`src/rtl/sevseg_pkg.sv`:
```
// -----------------------------------------------------------------------------
// sevseg_pkg
// Shared constants and types for the four-digit 7-segment scanner.
//   NUM_DIGITS   : number of multiplexed digits on the board
//   digit_idx_t  : 2-bit digit index (0 = rightmost, 3 = leftmost)
//   SEG_*        : active-low cathode patterns, bit0 = a ... bit6 = g
// -----------------------------------------------------------------------------
package sevseg_pkg;

   localparam int NUM_DIGITS = 4;

   typedef logic [1:0] digit_idx_t;

   // Active-low: a 0 bit lights the segment. Bit order is {g,f,e,d,c,b,a}.
   localparam logic [6:0] SEG_0    = 7'h40;
   localparam logic [6:0] SEG_1    = 7'h79;
   localparam logic [6:0] SEG_2    = 7'h24;
   localparam logic [6:0] SEG_3    = 7'h30;
   localparam logic [6:0] SEG_4    = 7'h19;
   localparam logic [6:0] SEG_5    = 7'h12;
   localparam logic [6:0] SEG_6    = 7'h02;
   localparam logic [6:0] SEG_7    = 7'h78;
   localparam logic [6:0] SEG_8    = 7'h00;
   localparam logic [6:0] SEG_9    = 7'h10;
   localparam logic [6:0] SEG_DASH = 7'h3F;
   localparam logic [6:0] SEG_OFF  = 7'h7F;

endpackage

```
`src/rtl/bcd_to_seg.sv`:
```
// -----------------------------------------------------------------------------
// bcd_to_seg
// Combinational BCD nibble to active-low 7-segment pattern.
// Codes 10..15 are not valid BCD and are shown as a dash so a corrupted
// upstream value is visible rather than silently mis-displayed.
// Ports:
//   nibble : input  [3:0] BCD digit
//   seg    : output [6:0] active-low cathodes, bit0 = a ... bit6 = g
// -----------------------------------------------------------------------------
module bcd_to_seg
   import sevseg_pkg::*;
(
   input  logic [3:0] nibble,
   output logic [6:0] seg
);

   always_comb begin
      seg = SEG_DASH;
      case (nibble)
         4'd0:    seg = SEG_0;
         4'd1:    seg = SEG_1;
         4'd2:    seg = SEG_2;
         4'd3:    seg = SEG_3;
         4'd4:    seg = SEG_4;
         4'd5:    seg = SEG_5;
         4'd6:    seg = SEG_6;
         4'd7:    seg = SEG_7;
         4'd8:    seg = SEG_8;
         4'd9:    seg = SEG_9;
         default: seg = SEG_DASH;
      endcase
   end

endmodule

```
`src/rtl/seven_seg_scanner.sv`:
```
// -----------------------------------------------------------------------------
// seven_seg_scanner
// Time-multiplexed driver for a four-digit common-anode 7-segment display.
// One digit is selected per dwell of DIGIT_CYCLES clocks; the first
// BLANK_CYCLES clocks of every dwell keep all anodes off to suppress ghosting.
// The packed-BCD input is snapshotted once per frame (on the digit 3 -> 0
// wrap) so a frame never mixes old and new digits.
//
// Parameters:
//   DIGIT_CYCLES : clocks per digit dwell (>= 2)
//   BLANK_CYCLES : clocks of anode blanking at the start of each dwell
//                  (< DIGIT_CYCLES)
// Ports:
//   clk         : system clock
//   rst         : asynchronous reset, active-low
//   bcd_in      : packed BCD, [15:12] leftmost digit ... [3:0] rightmost
//   seg         : active-low segment cathodes, bit0 = a ... bit6 = g
//   an          : active-low digit anodes, bit n selects digit n
//   frame_start : one-cycle pulse in the cycle a new snapshot is taken
//
// Build option:
//   SEVSEG_ZERO_BLANK_EN : when defined, leading zeros on digits 3..1 are
//                          blanked (anode still driven, all segments off).
// -----------------------------------------------------------------------------
module seven_seg_scanner
   import sevseg_pkg::*;
#(
   parameter int unsigned DIGIT_CYCLES = 100000,
   parameter int unsigned BLANK_CYCLES = 16
)
(
   input  logic        clk,
   input  logic        rst,
   input  logic [15:0] bcd_in,
   output logic [6:0]  seg,
   output logic [3:0]  an,
   output logic        frame_start
);

   localparam int unsigned        CNT_W    = (DIGIT_CYCLES > 1) ? $clog2(DIGIT_CYCLES) : 1;
   localparam logic [CNT_W-1:0]   CNT_LAST = CNT_W'(DIGIT_CYCLES - 1);
   localparam digit_idx_t         IDX_LAST = digit_idx_t'(NUM_DIGITS - 1);

   logic [CNT_W-1:0] cnt;
   digit_idx_t       idx;
   logic [15:0]      snap;

   logic             cnt_wrap;
   logic             frame_wrap;
   logic [3:0]       nibble;
   logic [6:0]       dec_seg;
   logic             in_blank;
   logic             digit_blank;
   logic [6:0]       seg_next;
   logic [3:0]       an_next;

`ifdef SEVSEG_ZERO_BLANK_EN
   // A digit is a leading zero when it and every digit to its left are zero.
   // The rightmost digit is always shown so "0000" still reads as 0.
   function automatic logic is_leading_zero(input logic [15:0] word,
                                            input digit_idx_t  d);
      logic result;
      result = 1'b0;
      case (d)
         2'd3:    result = (word[15:12] == 4'h0);
         2'd2:    result = (word[15:8]  == 8'h00);
         2'd1:    result = (word[15:4]  == 12'h000);
         default: result = 1'b0;
      endcase
      return result;
   endfunction

   assign digit_blank = is_leading_zero(snap, idx);
`else
   assign digit_blank = 1'b0;
`endif

   assign cnt_wrap   = (cnt == CNT_LAST);
   assign frame_wrap = cnt_wrap && (idx == IDX_LAST);

   // Single decoder shared by all digits; the nibble is selected by idx.
   assign nibble = snap[{idx, 2'b00} +: 4];

   bcd_to_seg u_bcd_to_seg (
      .nibble (nibble),
      .seg    (dec_seg)
   );

   assign in_blank = (32'(cnt) < BLANK_CYCLES);

   always_comb begin
      seg_next = dec_seg;
      an_next  = ~(4'b0001 << idx);
      if (in_blank) begin
         seg_next = SEG_OFF;
         an_next  = 4'hF;
      end else if (digit_blank) begin
         seg_next = SEG_OFF;
      end
   end

   // Scan state: dwell counter, digit index and per-frame snapshot.
   always_ff @(posedge clk or negedge rst) begin
      if (!rst) begin
         cnt  <= '0;
         idx  <= '0;
         snap <= 16'h0000;
      end else begin
         cnt <= cnt_wrap ? '0 : cnt + CNT_W'(1);
         if (cnt_wrap) begin
            idx <= idx + 2'd1;
         end
         if (frame_wrap) begin
            snap <= bcd_in;
         end
      end
   end

   // Registered pin drivers: one cycle behind the scan state.
   always_ff @(posedge clk or negedge rst) begin
      if (!rst) begin
         seg         <= SEG_OFF;
         an          <= 4'hF;
         frame_start <= 1'b0;
      end else begin
         seg         <= seg_next;
         an          <= an_next;
         frame_start <= frame_wrap;
      end
   end

endmodule

```
`config.mk`:
```
export PLATFORM = sky130hd
export DESIGN_NAME = seven_seg_scanner
export DESIGN_NICKNAME = d
export VERILOG_FILES = /design/src/rtl/sevseg_pkg.sv /design/src/rtl/bcd_to_seg.sv /design/src/rtl/seven_seg_scanner.sv
export SDC_FILE = /design/constraint.sdc
export NUM_CORES = 1
export LEC_CHECK = 0
export ABC_AREA = 1
export CAP_MARGIN = 30
export CELL_PAD_IN_SITES_DETAIL_PLACEMENT = 2
export CELL_PAD_IN_SITES_GLOBAL_PLACEMENT = 2
export CORE_UTILIZATION = 37
export CTS_BUF_LIST = sky130_fd_sc_hd__clkbuf_8
export DETAILED_ROUTE_END_ITERATION = 8
export PLACE_DENSITY_LB_ADDON = 0.1
export SLEW_MARGIN = 20
export SYNTH_ARGS = -nofsm -noshare
export SYNTH_HDL_FRONTEND = slang
export SYNTH_SLANG_ARGS = --single-unit
```
`constraint.sdc`:
```
create_clock -name clk -period 3.18 [get_ports clk]
set_input_delay 0.795 -clock clk [delete_from_list [all_inputs] [get_ports clk]]
set_output_delay 0.795 -clock clk [all_outputs]
set_load 0.01 [all_outputs]
```
Yosys cells after proc, flatten, opt, wreduce, memory -nomap -nowiden
Memory sizes are Yosys's and may differ from the RTL's.
Index checks and enable logic that the tools add are counted.
{"block": "word_totals", "reg_bits": 47, "rom_bits": 112, "inputBits": 18, "out_inout_bits": 12, "word_cells": 19, "mem_count": 1}
{"name": "(no name shown)", "depth": 16, "word_bits": 7, "read_ports": 1, "rd_clocked_by_memory_dff": 0, "wr": 0, "line": "bcd_to_seg.sv:19", "rtl": "case (nibble)"}
{"block": "op_classes", "addsub": 2, "n_lt_le_gt_ge": 1, "eq_ne": 2, "n_shift": 2, "muxes": 3, "bitwise_logic": 1, "n_reduce_logical": 1}
{"cell": "$add A17 B1 Y17 const B", "n": 1}
{"cell": "$eq A17 B17 Y1 const B", "n": 1}
{"cell": "$lt A17 B5 Y1 const B", "n": 1}
{"cell": "$mux W17", "n": 1}
{"cell": "$shiftx A16 B5 Y4", "n": 1}
{"cell": "$mux W7", "n": 1}
{"cell": "$mux W4", "n": 1}
{"cell": "$not A4 Y4", "n": 1}
{"cell": "$shl A1 B2 Y4 const A", "n": 1}
{"cell": "$add A2 B1 Y2 const B", "n": 1}
{"cell": "$eq A2 B2 Y1 const B", "n": 1}
{"cell": "$logic_and A1 B1 Y1", "n": 1}

Logic depth before layout (Yosys ltp)
Gate-level depths: netlist (run 1).
{"block": "logic_depth", "ltp_word": 3, "mapped_depth": 11, "mapped_depth_nobuf": 10}

Cells and area by module
A second synthesis (run 1) with hierarchy kept.
{"block": "hier_totals", "cells_unflattened": 301, "hier_area_um2": 2439.8}
{"mod": "seven_seg_scanner", "instances": 1, "cells_each": 266, "area_each_um2": 2253.4, "seq_area_each_um2": 1189.9}
{"mod": "bcd_to_seg", "instances": 1, "cells_each": 35, "area_each_um2": 186.4, "seq_area_each_um2": 0.0}

Worst setup path after synthesis (run 1)
OpenSTA, ideal clock, no wires.
{"block": "synth_timing", "kind": "reg-to-reg", "from": "register idx[0]", "to": "register seg[3]", "setup_ns": 0.086, "t_arrival_ns": 1.404, "required_ns": 3.094, "slack_ns": 1.690, "stages_incl_launch_ff": 10, "n_path_buf": 1, "period_less_slack_ns": 1.490, "path_cell_list": "dfrtp_1 buf_4 inv_2 nand2_1 nand3_1 nand2_1 ha_1 nand3_1 nand3_1 nand3_1"}
{"block": "synth_between", "elab_chain_cells": 3}
{"item": "start, declared", "line": "seven_seg_scanner.sv:45", "rtl": "digit_idx_t idx;"}
{"item": "start signal, assigned", "line": "seven_seg_scanner.sv:111", "rtl": "idx <= idx + 2'd1;"}
{"item": "$shiftx A16 B5 Y4", "line": "seven_seg_scanner.sv:82", "rtl": "assign nibble = snap[{idx, 2'b00} +: 4];"}
{"item": "$mem_v2 Z16 W7"}
{"item": "$mux W7", "line": "seven_seg_scanner.sv:94", "rtl": "if (in_blank) begin"}
{"item": "named net seg_next[3]", "line": "seven_seg_scanner.sv:54", "rtl": "logic [6:0] seg_next;"}
{"item": "end signal, assigned", "line": "seven_seg_scanner.sv:126", "rtl": "seg <= seg_next;"}
{"item": "end, declared", "line": "seven_seg_scanner.sv:35", "rtl": "output logic [6:0] seg,"}
The timed path passes the listed nets, and every way through them passes these cells.
A chain may end at the register's enable or synchronous reset.

Final worst setup path (run 1)
{"block": "layout_timing", "from": "register an[2]", "to": "output port an[2]"}
{"item": "start, declared", "line": "seven_seg_scanner.sv:36", "rtl": "output logic [3:0] an,"}
{"item": "start signal, assigned", "line": "seven_seg_scanner.sv:127", "rtl": "an <= an_next;"}
No word-level cell between the ends.

==> results of run 1 <==
==> cell usage after synthesis <==
library cell,number
a21oi_1,1
and2_1,1
buf_4,3
buf_6,1
clkbuf_1,2
clkinv_1,1
dfrtp_1,36
dfstp_2,11
ha_1,11
inv_1,29
inv_2,5
nand2_1,105
nand2_2,2
nand3_1,29
nand3_4,1
nand3b_1,1
nand3b_2,1
nand4_1,22
nor2_1,38
nor2_2,1
nor2_4,1
nor2_8,1
o21ai_0,4
xor2_1,7
==> power breakdown <==
part | internal, µW | switching [µW] | total (µW)
logic | 18.2 | 14.4 | 32.6
clock network | 151 | 209 | 360
registers | 598 | 0 | 598
==> routing by layer <==
metal,track usage [%],share of wire (%),wire (µm),vias to the layer above
li1,-,-,-,1058
met1,27.6,50,3110,1044
met2,33.5,47,2940,26
met3,3.24,1.9,118,5
met4,5.64,1.1,70,0
met5,0,0,0,-
==> worst paths after layout <==
kind / from / endpoint / slack [ns] / depth (start not counted)
setup / recovery: an[2] / an[2] / 1.03 / 1
hold / removal: rst / cnt[1] / 0.38 / 1
setup reg to reg: idx[0] / snap[7] / 1.27 / 4
hold reg to reg: cnt[0] / cnt[0] / 0.46 / 1
max in group asynchronous: rst / an[3] / 2.03 / 2
min in group clk: cnt[0] / cnt[0] / 0.46 / 1
==> kinds of logic (layout without fill, tap and decap cells) <==
group                    Yosys count  count (layout)
flip-flops                        47              47
AO/OA/AOI/OAI                      5               5
buffers and inverters             41              74
XOR/XNOR                           7               7
AND/OR/NAND/NOR                  203             203
adder cells (fa/ha/maj)           11              11
==> metrics by stage <==
step | util [%] | area [µm²] | total power [µW] | setup WS, ns
final | 45.8 | 2940 | 991 | 1.03
after global routing | 45.8 | 2940 | 1030 | 0.991
after global placement | 44.4 | 2850 | 642 | 1.37
after CTS | 45.8 | 2940 | 1010 | 1.02
after detailed placement | 44.4 | 2850 | 643 | 1.26
after floorplan | - | 2500 | 609 | 1.69
==> cells in the final DEF, fill, tap and decap left out, drive strengths merged <==
master,instances
clkdlybuf4s50,28
dfstp,11
ha,11
clkinv,2
nand3b,2
and2,1
nor2,41
clkinvlp,1
buf,3
nand4,22
inv,35
nand3,30
o21ai,4
xor2,7
a21oi,1
clkbuf,5
nand2,107
dfrtp,36
==> worst reg2reg max path, delay by kind of cell (launching register included) <==
| family | cells | cell delay (ns) |
|---|---|---|
| flip-flops | 1 | 0.57 |
| adder cells (fa/ha/maj) | 1 | 0.68 |
| AND/OR/NAND/NOR | 3 | 0.54 |
==> area by class of cell <==
type	count	area [µm²]	area share, %
Sequential cell	47	1190	40.5
Multi-Input combinational cell	226	1140	38.7
Timing Repair Buffer	31	300	10.2
Inverter	35	131	4.47
Tap cell	77	96.3	3.28
Clock buffer	5	68.8	2.34
Clock inverter	3	16.3	0.553
==> flip-flops by register name, summed over array words and instances (netlist names) <==
| name | flops |
|---|---|
| an | 4 |
| idx | 2 |
| cnt | 17 |
| frame_start | 1 |
| seg | 7 |
| snap | 16 |
==> out/results.txt, run 1 <==
NumNets Final: 375
Clock Tree Buf Depth: 2
Clk sinks: 47
Post-DP HPWL: 4770 µm
Largest family of logic cells by synthesized area: simple AND/OR/NAND/NOR gates
P_leak: 0.00143 µW
DR WL/cell: 14.7 µm
DRC Markers: 6
Post-Synth Simple-Gate Area: 36.5%
Die Ht: 84.2 µm
Reg clk slew, reported paths: 0.09 ns
Initial antenna violation count: 0
Via count: 2133
VDD IR max: 177 µV
GP Congestion: 0.765
Crit path kind: reg -> out
CP delay by family, top: flip-flops
Synth Area in Adders: 5.51%
Die Area: 7090 µm²
CTS Buf Count: 5
Share of post-route cells with drive strength above 1: 9.51%
Synth warn: 0
Via density: 5.03
CP Max Fanout: 1
Compound-gate portion of the synthesized area: 1.00%
Slew margin rel.: 52.8%
Average size of a mapped cell: 7.96 µm²
H-tree levels: 2
Post-synth cell types: 24
Row Count: 29
Synth top area cells: dfrtp_1 (36%), nand2_1 (16%), dfstp_2 (12%)
Fillers: 772
Routed Wire Length: 6240 µm
RSZ-0062 raised after global routing: false
Mapped Area: 2500 µm²
Final Cycle Share: 67.5%
TritonCTS clock tree: built
Final setup fails: 0
Mapped Nets: 343
Starting Density: 38.9%
Outcome: finished, violations left
Startpoint types: register
Root Driver: clkbuf_8
Hold Path Class: in -> async
Critical path buffers and inverters: 1
Latest clock arrival within the worst-skew pair: 0.30 ns
Synth top area share: 36.1%
Chip width: 84.2 µm
Ant diodes: 0
DP Cell Count: 416
Synth Area in XOR/XNOR: 2.45%
Worst-path cell chain: clkdlybuf4s50_1
DRT iter0 DRCs: 57
Worst EP arrival: 1.35 ns
Maxcap violations: 0
Global-route wire length before repair: 11400 µm
Num ports: 30
Final std cells w/o fill: 424
Max Clock Skew: 0.00513 ns
Failing checks: design-rule violations
Max Freq: 0.466 GHz
Pwr/cell area: 337 nW/µm²
Post-Syn Instances: 314
WP data required: 2.38 ns
Grt total ovfl: 0
Mux cell area share after synthesis: 0%
Drt pass-1 iters: 6
Post_cts resized: 0
Gr usage total: 20.3%
Post-CTS setup buffer count: 0
CTS Hold Bufs: 0
Min Clock Period, post-route: 2.15 ns
Post-synthesis sequential area ratio: 47.6%
Syn-to-layout area delta: 17.6%
Slowest CP cell: dfstp_2
Largest net degree at the start of global routing: 33
Detail Route Antenna Nets: 0
Max stage delay on crit path: 0.53 ns
Final hold slack: 0.378 ns
Area leader, netlist: dfrtp_1
Critical path endpoint category: primary output
Fin. Hold Viols: 0
Slew Viols, Final: 0
Port bufs: 29
Flops & latches, synth: 47
Core area: 6420 µm²
Worst Max-Slew Pin Slew: 0.708 ns
Via count of the first global-routing pass: 2361
Final TNS setup: 0 ns
(Power assumes the default switching activity.)
==> run 2: changes to the inputs <==
--- a/config.mk
+++ b/config.mk
@@ -9,7 +9,7 @@
 export CAP_MARGIN = 30
 export CELL_PAD_IN_SITES_DETAIL_PLACEMENT = 2
 export CELL_PAD_IN_SITES_GLOBAL_PLACEMENT = 2
-export CORE_UTILIZATION = 37
+export CORE_UTILIZATION = 31
 export CTS_BUF_LIST = sky130_fd_sc_hd__clkbuf_8
 export DETAILED_ROUTE_END_ITERATION = 8
 export PLACE_DENSITY_LB_ADDON = 0.1
==> constraint.sdc (replaced) <==
create_clock -name clk -period 1.85 [get_ports clk]
set_input_delay 0.4625 -clock clk [delete_from_list [all_inputs] [get_ports clk]]
set_output_delay 0.4625 -clock clk [all_outputs]
set_load 0.01 [all_outputs]
==> out/results.txt, run 2 (same netlist as run 1, synthesis figures left out) <==
Gr usage total: 18.6% (-1.6 points)
Reg clk slew, reported paths: 0.09 ns (about the same)
Clk sinks: 47 (unchanged)
Syn-to-layout area delta: 24.3%
Final TNS setup: 0 ns (unchanged)
Hold Path Class: in -> async
TritonCTS clock tree: built
Startpoint types: register
Slew Viols, Final: 0 (unchanged)
Final Cycle Share: 88.9%
Row Count: 32 (+10%)
WP data required: 2.08 ns (-0.30 ns)
Initial antenna violation count: 0 (unchanged)
Outcome: completed
Drt pass-1 iters: 4 (-2)
Max reg flops: 17 (unchanged)
Latest clock arrival within the worst-skew pair: 0.31 ns (about the same)
Maxcap violations: 0 (unchanged)
GRT met1 Usage: 25.7% (-2.0 points)
Num ports: 30 (unchanged)
Post-DP HPWL: 5350 µm (+12%)
Largest net degree at the start of global routing: 20 (-39%)
Core area: 7770 µm² (+21%)
Largest regs: cnt x17, snap x16, seg x7
Max Freq: 0.608 GHz
Gr busiest metal: met2
Crit path kind: reg -> reg
Port bufs: 29 (unchanged)
Routed Wire Length: 7010 µm (+12%)
Via count of the first global-routing pass: 2355 (-0.25%)
P_leak: 0.00153 µW (+7.0%)
CTS Buf Count: 5 (unchanged)
Final hold slack: 0.0566 ns (-0.322 ns)
Final std cells w/o fill: 461 (+8.7%)
Via count: 2161 (+1.3%)
DP Cell Count: 453 (+8.9%)
VDD IR max: 228 µV (+29%)
Via density: 4.69 (-6.8%)
Root Driver: clkbuf_8
Global-route wire length before repair: 12100 µm (+6.4%)
GP Congestion: 0.767 (+0.24%)
CP Max Fanout: 8 (+7)
Clock Tree Buf Depth: 2 (unchanged)
Pwr/cell area: 580 nW/µm² (+72%)
Layout Utilization: 40.0% (-5.8 points)
Worst reg2reg path startpoint: idx[1]
H-tree levels: 2 (unchanged)
Placement Setup Slack: 0.139 ns (-1.12 ns)
DRC Markers: 0 (-6)
DR WL/cell: 15.2 µm (+3.2%)
Max Clock Skew: 0.0101 ns (+0.00496 ns)
Slew margin rel.: 71.1% (+18 points)
Die Ht: 91.8 µm (+9.0%)
Final setup fails: 0 (unchanged)
Min Clock Period, post-route: 1.64 ns
Fin. Hold Viols: 0 (unchanged)
Share of post-route cells with drive strength above 1: 13.1% (+3.6 points)
Worst Setup SP: idx[1]
Die Area: 8420 µm² (+19%)
Worst Max-Slew Pin Slew: 0.431 ns (-0.276 ns)
Commonest non-fill, non-tap cell in the layout: nand2_1
Detail Route Antenna Nets: 0 (unchanged)
GR Util met3: 2.99% (-0.26 points)
Met2 usage: 30.3% (-3.3 points)
Critical path endpoint category: register
Setup WS post-layout: 0.205 ns (-0.829 ns)
RSZ-0062 raised after global routing: false
DRT iter0 DRCs: 52 (-8.8%)
Biggest register: cnt
NumNets Final: 387 (+3.2%)
Ant diodes: 0 (unchanged)
Chip width: 91.8 µm (+9.0%)
Commonest non-fill, non-tap cells in the layout: nand2_1 (105), nor2_1 (38), dfrtp_1 (36)
R2R setup slack: 0.21 ns (-1.06 ns)
Grt total ovfl: 0 (unchanged)
Worst EP arrival: 1.88 ns (+0.53 ns)
Starting Density: 32.2% (-6.7 points)
run 2: cell count changes in the layout (fill, tap and decap cells not counted):
| cell | before | now |
|---|---|---|
| inv_2 | 5 | 6 |
| inv_1 | 30 | 28 |
| dlymetal6s2s_1 | 0 | 11 |
| buf_4 | 2 | 14 |
| clkinv_2 | 1 | 0 |
| clkbuf_8 | 5 | 7 |
| clkdlybuf4s50_1 | 28 | 17 |
run 2: path summary, 6_finish.rpt:
check / depth (start not counted) / to
worst max-delay path: 9 / seg[5]
worst min-delay path: 1 / frame_start
worst max register to register: 9 / seg[5]
worst min register to register: 2 / snap[11]
max in group asynchronous: 2 / snap[8]
min in group clk: 2 / snap[11]
run 2: what timing repair did:
action                     4_1_cts  5_1_grt
resized for setup                0       12
setup endpoints to repair        0       12
buffers inserted                 0        0
hold buffers                     0        0
run 2: cell type report:
cell class | count | area (µm²)
clock inverter | 1 | 7.51
clock buffer | 7 | 96.3
timing repair buffer | 43 | 418
sequential | 47 | 1190
fill | 891 | 4660
tap | 102 | 128
multi-input combinational | 226 | 1140
inverter | 35 | 131
run 2: critical path, cell delays in order (launching register included):
cell,delay (ns)
dfrtp_1,0.51
inv_2,0.16
nand3_1,0.09
nand2_1,0.19
inv_1,0.13
ha_1,0.22
inv_1,0.05
nand3_1,0.07
nand3_1,0.08
nand3_1,0.07
run 2: layer usage:
layer / vias up / wire length (µm)
li1: 1083 / -
met1: 1047 / 3470
met2: 25 / 3280
met3: 6 / 163
met4: 0 / 87
met5: - / 0
run 2: per-stage QoR:
stage                     total power [µW]  area (µm²)
after floorplan                       1050        2500
after global placement                1110        2980
after detailed placement              1110        2980
after CTS                             1830        3080
after global routing                  1880        3110
final                                 1800        3110
run 2: power by group:
group | total [µW] | leakage [µW] | internal (µW) | switching [µW]
sequential | 1030 | 0.000520 | 1030 | 0
clock | 717 | 0.0000505 | 341 | 376
combinational | 58.2 | 0.000962 | 32.6 | 25.6
total | 1800 | 0.00153 | 1400 | 402
==> run 3: changes to the inputs <==
--- a/config.mk
+++ b/config.mk
@@ -17,3 +17,4 @@
 export SYNTH_ARGS = -nofsm -noshare
 export SYNTH_HDL_FRONTEND = slang
 export SYNTH_SLANG_ARGS = --single-unit
+export TNS_END_PERCENT = 1
==> results of run 3 <==
Final layout, timing and power as in run 2 (identical DEF).
